File: src/rtl/ub_read_sequencer_if.sv
// Burst read sequencer bus: command, host arbitration,
// unified buffer read port 0 and the downstream row stream.
interface ub_read_sequencer_if #(
  parameter int MATRIX_WIDTH = 14,
  parameter int ADDR_WIDTH   = 24,
  parameter int LEN_WIDTH    = 16
);
  logic                      cmd_valid;
  logic                      cmd_ready;
  logic [ADDR_WIDTH-1:0]     cmd_addr;
  logic [LEN_WIDTH-1:0]      cmd_len;
  logic                      busy;
  logic                      done;
  logic                      host_req;
  logic                      host_gnt;
  logic [ADDR_WIDTH-1:0]     ub_addr0;
  logic                      ub_en0;
  logic                      ub_enable;
  logic [MATRIX_WIDTH*8-1:0] ub_read_port0;
  logic [MATRIX_WIDTH*8-1:0] out_data;
  logic                      out_valid;
  logic                      out_last;
  logic                      out_ready;

  modport master (
    input  cmd_valid, cmd_addr, cmd_len,
    input  host_req, ub_read_port0, out_ready,
    output cmd_ready, busy, done, host_gnt,
    output ub_addr0, ub_en0, ub_enable,
    output out_data, out_valid, out_last
  );

  modport slave (
    output cmd_valid, cmd_addr, cmd_len,
    output host_req, ub_read_port0, out_ready,
    input  cmd_ready, busy, done, host_gnt,
    input  ub_addr0, ub_en0, ub_enable,
    input  out_data, out_valid, out_last
  );
endinterface

File: src/rtl/ub_read_sequencer.sv
// Issues burst row reads on unified buffer port 0, tracks the
// 3-cycle read pipeline and arbitrates the port with the host.
module ub_read_sequencer #(
  parameter int MATRIX_WIDTH = 14,
  parameter int ADDR_WIDTH   = 24,
  parameter int LEN_WIDTH    = 16
) (
  input logic clk,
  input logic rst,
  ub_read_sequencer_if.master bus
);
  typedef enum logic [1:0] {
    IDLE,
    ISSUE,
    DRAIN,
    HOST
  } state_t;

  state_t                    state, state_n;
  logic [ADDR_WIDTH-1:0]     addr, addr_n;
  logic [LEN_WIDTH-1:0]      rem, rem_n;
  logic [2:0]                vpipe, vpipe_n;
  logic [2:0]                lpipe, lpipe_n;
  logic                      done_q, done_n;
  logic                      stall;
  logic                      issue;
  logic                      accept;
  logic                      pipe_empty;
  logic                      last_acc;
  logic                      final_row;
  logic [MATRIX_WIDTH*8-1:0] rd_row;

  assign stall      = vpipe[2] & ~bus.out_ready;
  assign pipe_empty = ~|vpipe;
  assign final_row  = (rem == LEN_WIDTH'(1));
  assign issue      = (state == ISSUE) & ~stall
                    & ~bus.host_req;
  assign accept     = bus.cmd_valid & bus.cmd_ready;
  assign last_acc   = vpipe[2] & lpipe[2]
                    & bus.out_ready;
  assign rd_row     = bus.ub_read_port0;

  assign bus.cmd_ready = (state == IDLE) & ~bus.host_req;
  assign bus.ub_en0    = issue;
  assign bus.ub_addr0  = addr;
  assign bus.ub_enable = ~stall;
  assign bus.host_gnt  = (state == HOST);
  assign bus.busy      = (state == ISSUE)
                       | (state == DRAIN)
                       | ((state == HOST) & (rem != '0));
  assign bus.done      = done_q;
  assign bus.out_data  = rd_row;
  assign bus.out_valid = vpipe[2];
  assign bus.out_last  = lpipe[2];

  always_comb begin
    state_n = state;
    addr_n  = addr;
    rem_n   = rem;
    vpipe_n = vpipe;
    lpipe_n = lpipe;
    done_n  = 1'b0;
    // Valid/last mirror the buffer's 3-stage read pipe
    if (!stall) begin
      vpipe_n = {vpipe[1:0], issue};
      lpipe_n = {lpipe[1:0], issue & final_row};
    end
    unique case (state)
      IDLE: begin
        if (bus.host_req) begin
          if (pipe_empty) state_n = HOST;
        end else if (accept) begin
          if (bus.cmd_len == '0) begin
            done_n = 1'b1;
          end else begin
            addr_n  = bus.cmd_addr;
            rem_n   = bus.cmd_len;
            state_n = ISSUE;
          end
        end
      end
      ISSUE: begin
        if (issue) begin
          addr_n = addr + ADDR_WIDTH'(1);
          rem_n  = rem - LEN_WIDTH'(1);
          if (final_row) state_n = DRAIN;
        end else if (bus.host_req && pipe_empty) begin
          state_n = HOST;
        end
      end
      DRAIN: begin
        if (last_acc) begin
          state_n = IDLE;
          done_n  = 1'b1;
        end
      end
      HOST: begin
        if (!bus.host_req) begin
          state_n = (rem != '0) ? ISSUE : IDLE;
        end
      end
    endcase
  end

  always_ff @(posedge clk) begin
    if (rst) begin
      state  <= IDLE;
      addr   <= '0;
      rem    <= '0;
      vpipe  <= '0;
      lpipe  <= '0;
      done_q <= 1'b0;
    end else begin
      state  <= state_n;
      addr   <= addr_n;
      rem    <= rem_n;
      vpipe  <= vpipe_n;
      lpipe  <= lpipe_n;
      done_q <= done_n;
    end
  end
endmodule

File: src/flat_wrapper.sv
// flat-port wrapper written by rule: the top's interface ports become plain ports
module ub_read_sequencer_flat 
#(
  parameter int MATRIX_WIDTH = 14,
  parameter int ADDR_WIDTH   = 24,
  parameter int LEN_WIDTH    = 16
)
  (clk, rst, bus_cmd_valid, bus_cmd_addr, bus_cmd_len, bus_host_req, bus_ub_read_port0, bus_out_ready, bus_cmd_ready, bus_busy, bus_done, bus_host_gnt, bus_ub_addr0, bus_ub_en0, bus_ub_enable, bus_out_data, bus_out_valid, bus_out_last);
  ub_read_sequencer_if #(.MATRIX_WIDTH(MATRIX_WIDTH), .ADDR_WIDTH(ADDR_WIDTH), .LEN_WIDTH(LEN_WIDTH)) bus_i ();
  input logic clk;
  input logic rst;
  input wire logic [$bits(bus_i.cmd_valid)-1:0] bus_cmd_valid;
  input wire logic [$bits(bus_i.cmd_addr)-1:0] bus_cmd_addr;
  input wire logic [$bits(bus_i.cmd_len)-1:0] bus_cmd_len;
  input wire logic [$bits(bus_i.host_req)-1:0] bus_host_req;
  input wire logic [$bits(bus_i.ub_read_port0)-1:0] bus_ub_read_port0;
  input wire logic [$bits(bus_i.out_ready)-1:0] bus_out_ready;
  output wire logic [$bits(bus_i.cmd_ready)-1:0] bus_cmd_ready;
  output wire logic [$bits(bus_i.busy)-1:0] bus_busy;
  output wire logic [$bits(bus_i.done)-1:0] bus_done;
  output wire logic [$bits(bus_i.host_gnt)-1:0] bus_host_gnt;
  output wire logic [$bits(bus_i.ub_addr0)-1:0] bus_ub_addr0;
  output wire logic [$bits(bus_i.ub_en0)-1:0] bus_ub_en0;
  output wire logic [$bits(bus_i.ub_enable)-1:0] bus_ub_enable;
  output wire logic [$bits(bus_i.out_data)-1:0] bus_out_data;
  output wire logic [$bits(bus_i.out_valid)-1:0] bus_out_valid;
  output wire logic [$bits(bus_i.out_last)-1:0] bus_out_last;
  assign bus_i.cmd_valid = bus_cmd_valid;
  assign bus_i.cmd_addr = bus_cmd_addr;
  assign bus_i.cmd_len = bus_cmd_len;
  assign bus_i.host_req = bus_host_req;
  assign bus_i.ub_read_port0 = bus_ub_read_port0;
  assign bus_i.out_ready = bus_out_ready;
  assign bus_cmd_ready = bus_i.cmd_ready;
  assign bus_busy = bus_i.busy;
  assign bus_done = bus_i.done;
  assign bus_host_gnt = bus_i.host_gnt;
  assign bus_ub_addr0 = bus_i.ub_addr0;
  assign bus_ub_en0 = bus_i.ub_en0;
  assign bus_ub_enable = bus_i.ub_enable;
  assign bus_out_data = bus_i.out_data;
  assign bus_out_valid = bus_i.out_valid;
  assign bus_out_last = bus_i.out_last;
  ub_read_sequencer #(.MATRIX_WIDTH(MATRIX_WIDTH), .ADDR_WIDTH(ADDR_WIDTH), .LEN_WIDTH(LEN_WIDTH)) u_core (.clk(clk), .rst(rst), .bus(bus_i));
endmodule
File: config.mk
export PLATFORM = sky130hd
export DESIGN_NAME = ub_read_sequencer_flat
export DESIGN_NICKNAME = d
export VERILOG_FILES = /design/src/rtl/ub_read_sequencer_if.sv /design/src/rtl/ub_read_sequencer.sv /design/src/flat_wrapper.sv
export SDC_FILE = /design/constraint.sdc
export NUM_CORES = 1
export LEC_CHECK = 0
export BUFFER_PORTS_ARGS = -buffer_cell sky130_fd_sc_hd__buf_4
export CAP_MARGIN = 5
export CORE_AREA = 2 2 118 120
export CTS_BUF_LIST = sky130_fd_sc_hd__clkbuf_16
export DETAILED_ROUTE_END_ITERATION = 8
export DIE_AREA = 0 0 120 122
export HOLD_SLACK_MARGIN = 0.1
export SYNTH_ARGS = -nofsm -noshare
export SYNTH_HDL_FRONTEND = slang
export SYNTH_SLANG_ARGS = --single-unit
File: constraint.sdc
create_clock -name clk -period 6.2 [get_ports clk]
set_input_delay 1.86 -clock clk [delete_from_list [all_inputs] [get_ports clk]]
set_output_delay 1.86 -clock clk [all_outputs]
set_load 0.03 [all_outputs]
; Word level (Yosys, flattened, before mapping)
; Cells that the tools add are included.
[word_totals]
ff_bits = 49
in_bits = 157
elab_cells = 72
[classes]
add_sub_neg = 2
eq_ne = 15
mux = 26
n_bitwise = 14
n_reduce_logical = 9
[op_table]
columns = cell, n
row1 = 24-bit two-way mux, 4
row2 = 16-bit two-way mux, 4
row3 = 24-bit one-hot mux with 2 select lines, 1
row4 = 16-bit one-hot mux with 2 select lines, 1
row5 = "24-bit by 1-bit adder with 24-bit output, second input constant", 1
row6 = 2-bit two-way mux, 9
row7 = "16-bit by 1-bit == test with 1-bit output, second input constant", 1
row8 = 16-bit zero test, 1
row9 = 16-bit nonzero test, 1
row10 = "16-bit by 1-bit subtractor with 16-bit output, second input constant", 1
row11 = 1-bit AND, 9
row12 = "3-bit != test, second input constant", 3
row13 = 2-bit one-hot mux with 4 select lines, 1
row14 = 7-bit AND reduction, 1
row15 = "2-bit by 1-bit != test with 1-bit output, second input constant", 3
row16 = "2-bit != test, second input constant", 3
row17 = "3-bit by 2-bit != test with 1-bit output, second input constant", 2
row18 = 1-bit two-way mux, 5
row19 = 5-bit AND reduction, 1
row20 = "2-bit == test, second input constant", 2
row21 = 1-bit NOT, 3
row22 = 3-bit OR reduction, 1
row23 = "2-bit by 1-bit == test with 1-bit output, second input constant", 1
row24 = 2-bit zero test, 1
row25 = 5 further kinds, 6

; Logic depth before layout (Yosys ltp)
[depth]
word_depth = 7
depth_mapped = 9
depth_no_buf = 7

; Worst setup path after synthesis
; No wires, ideal clock.
[synth_path]
path_kind = input to output
start = input port bus_out_ready
end = output port bus_ub_en0
t_arrival_ns = 2.793
setup_slack_ns = 1.547
stages = 5
path_buffers = 1
cell_sequence = nor2b_1 clkbuf_1 inv_1 nand3_1 inv_1
[synth_via]
elab_chain_len = 5
[synth_rtl]
columns = element, line_no
row1 = from (decl), flat_wrapper.sv:17  ; input wire logic [$bits(bus_i.out_ready)-1:0] bus_out_ready;
row2 = 1-bit NOT, ub_read_sequencer.sv:33  ; assign stall = vpipe[2] & ~bus.out_ready;
row3 = 1-bit AND, ub_read_sequencer.sv:33
row4 = 1-bit NOT, -
row5 = net bus_ub_enable, flat_wrapper.sv:24  ; output wire logic [$bits(bus_i.ub_enable)-1:0] bus_ub_enable;
row6 = 1-bit AND, ub_read_sequencer.sv:36  ; assign issue = (state == ISSUE) & ~stall
row7 = 1-bit AND, ub_read_sequencer.sv:37  ; & ~bus.host_req;
row8 = to (decl), flat_wrapper.sv:23  ; output wire logic [$bits(bus_i.ub_en0)-1:0] bus_ub_en0;
; The timed path passes the listed nets, and every way through them passes these cells.

; Worst setup path after layout
[layout_path]
start = input port bus_out_ready
end = output port bus_ub_en0
[layout_via]
elab_chain_len = 5
[layout_rtl]
columns = element, line_no
row1 = 1-bit NOT, ub_read_sequencer.sv:33
row2 = 1-bit AND, ub_read_sequencer.sv:33
row3 = 1-bit NOT, ub_read_sequencer.sv:36
row4 = 1-bit AND, ub_read_sequencer.sv:36
row5 = 1-bit AND, ub_read_sequencer.sv:37
; Every way passes these cells.

==> flow_metrics.py <==
metrics = {
    "run_status": {
        "status": "finished clean",
    },
    "detailed_routing": {
        "dr_total_vias": 3710,
        "wirelength_um": 12820,
        "wl_per_cell_um": 19.18,
        "dr.pass1.iters": 6,
        "final_antenna_net_count": 0,
        "drt_iter0_markers": 330,
        "viasPerCell": 5.554,
        "drc": 0,
    },
    "setup_path": {
        "criticalPathCategory": "input port to primary output",
        "crit_path_end_kind": "primary output",
        "slowest_stage": "nor2b_1",
        "crit_fanout": 10,
        "arrival_ps": 3180,
        "start_kind": "input port",
        "slowest_delay_ps": 500,
        "path_cells": "buf_4 > nor2b_1 > inv_1 > nand3_1 > inv_1 > buf_4",
        "cp.required_ps": 4340,
    },
    "logic_synthesis": {
        "synthesis.nets": 708,
        "ys.flop_type": "dfxtp_1",
        "synth_most_common_cell": "buf_4",
        "ys_top_cells_by_area": "dfxtp_1 (24%), buf_4 (21%), a21oi_1 (6.1%)",
        "syn_avg_cell_area_um2": 7.606,
        "yosysTopAreaCell": "dfxtp_1",
        "yosysWarnings": 0,
        "ys_seq_area_share_pct": 23.79,
        "synthArstFlopShare_pct": 0,
        "synth_seq_cells": 49,
        "synth_top_cells_by_count": "buf_4 (114), a21oi_1 (50), dfxtp_1 (49), nand2_1 (43), nor2_1 (28)",
        "yosysUniqueCellTypes": 59,
        "synth-edff-count": 0,
        "syn_inst": 542,
        "synth_top_cell_area_share_pct": 23.79,
        "syn_area_um2": 4123,
    },
    "pwr": {
        "ir_worst_vdd_mv": 0.1921,
        "power_density_nw_per_um2": 402.1,
        "leakagePower_uw": 0.001502,
    },
    "grt": {
        "antenna_found_initial": 0,
        "grt.total_usage_pct": 16.52,
        "grt_start_max_net_pins": 69,
        "grt_pass1_vias": 3370,
        "globalRouteOverflowTotal": 0,
        "grt_pass1_wl_um": 19110,
    },
    "floorplanning": {
        "core-area_um2": 13500,
        "initial_core_util_pct": 30.53,
        "die_w_um": 120,
        "dieArea_um2": 14640,
        "num_rows": 43,
        "ios": 301,
        "dieHeight_um": 122,
    },
    "sta": {
        "rsz0062_at_grt": "no",
        "hold_violations": 0,
        "period_needed_ps": 5041,
        "slew_headroom_pct": 38.54,
        "fin_crit_sh_pct": 81.31,
        "drv_slew": 0,
        "tightestPinTransition_ps": 913.5,
        "setup-tns-final_ps": 0,
        "setup_slack_ps": 1159,
        "finalClockSkew_ps": 5.874,
        "clock.fmax_mhz": 198.4,
        "setup_viol": 0,
    },
    "min_path": {
        "hold_path.class": "flip-flop to flip-flop",
    },
    "clocking": {
        "post_cts_buffers": 0,
        "cts.htree.levels": 2,
        "clock-sinks": 49,
        "cts_buffers": 5,
        "cts_tree": "built",
        "cts.reportedPaths.clkPinSlew_ps": 70,
        "cts.path.max_buffers": 2,
        "root_buffer": "clkbuf_16",
        "ctsHoldBuffers": 0,
        "ctsResizeCount": 0,
        "insertion_delay_ps": 290,
    },
    "placed_design": {
        "place.gp.congestion": 0.8397,
        "place_ws_ps": 1187,
        "dp_hpwl_um": 9567,
        "numPortBuffers": 76,
    },
    "flow_run": {
        "drv_cap": 0,
    },
    "layout": {
        "fillers": 1456,
        "finalNetCount": 653,
        "synthToLayoutAreaGrowth_pct": 0.5158,
        "drive_above_1_share_pct": 21.72,
        "diodes": 0,
    },
}
==> worst paths after layout <==
path / start / end / slack [ps] / cells after the start
setup / recovery: bus_out_ready / bus_ub_en0 / 1160 / 6
hold / removal: u_core.lpipe[1] / u_core.lpipe[2] / 470 / 2
setup reg to reg: u_core.state[1] / u_core.bus.ub_addr0[0] / 2910 / 8
hold reg to reg: u_core.lpipe[1] / u_core.lpipe[2] / 470 / 2
==> cell usage in the layout, fill, tap and decap left out, types with 12 or more instances in the layout <==
cell	n
nand2_1	43
nor3_1	14
o21ai_0	27
dfxtp_1	49
nand4_1	12
nor2_1	28
a21oi_1	50
inv_1	17
buf_4	79
nand3_1	20
==> flip-flops by register name, summed over array words and instances (netlist names) <==
register / cells
u_core.rem: 16
u_core.state: 2
u_core.bus.done: 1
u_core.vpipe: 3
u_core.bus.ub_addr0: 24
u_core.lpipe: 3
==> stage by stage <==
stage / util, % / hold WS, ps / total power [µW] / cells / instance area [µm²]
after CTS: 30.69 / 466.4 / 1665 / 668 / 4144
after floorplan: - / 432.1 / 1215 / 542 / 4123
after detailed placement: 29.28 / 448.0 / 1305 / 660 / 3954
after global routing: 30.69 / 491.0 / 1779 / 668 / 4144
after global placement: 29.28 / 451.2 / 1293 / 660 / 3954
final: 30.69 / 466.5 / 1666 / 668 / 4144
==> cell families (layout without fill, tap and decap cells) <==
| logic type | after synthesis | count (layout) | synth area share (%) |
|---|---|---|---|
| AO/OA/AOI/OAI | 150 | 150 | 25.13 |
| AND/OR/NAND/NOR | 173 | 173 | 22.06 |
| multiplexers | 3 | 3 | 0.7284 |
| flip-flops | 49 | 49 | 23.79 |
| buffers and inverters | 158 | 104 | 25.55 |
| adder cells (fa/ha/maj) | 9 | 9 | 2.731 |
==> report_power, final <==
part | internal, µW | switching [µW] | total (µW)
sequential | 381 | 80.8 | 462
clock | 231 | 128 | 358
combinational | 307 | 539 | 846
total | 919 | 748 | 1670
==> layer usage <==
metal | share of wire (%) | track usage [%]
met1 | 39 | 19.42
met2 | 48 | 27.56
met3 | 12 | 6.929
met4 | 2.2 | 4.706
met5 | 0 | 0
==> area by class of cell <==
class	count	area, µm²	share of cell area, %
clock buffer	5	125.1	3.019
clock inverter	3	65.06	1.570
inverter	17	63.81	1.540
multi-input combinational	335	2091	50.45
sequential	49	980.9	23.67
tap	180	225.2	5.435
timing repair buffer	79	593.1	14.31
==> critical path, delay by kind of cell <==
family / cells / cell delay, ps
buf+inv: 4 / 620
simple gates: 2 / 690
Note: power is estimated with default switching activity, not from simulation.
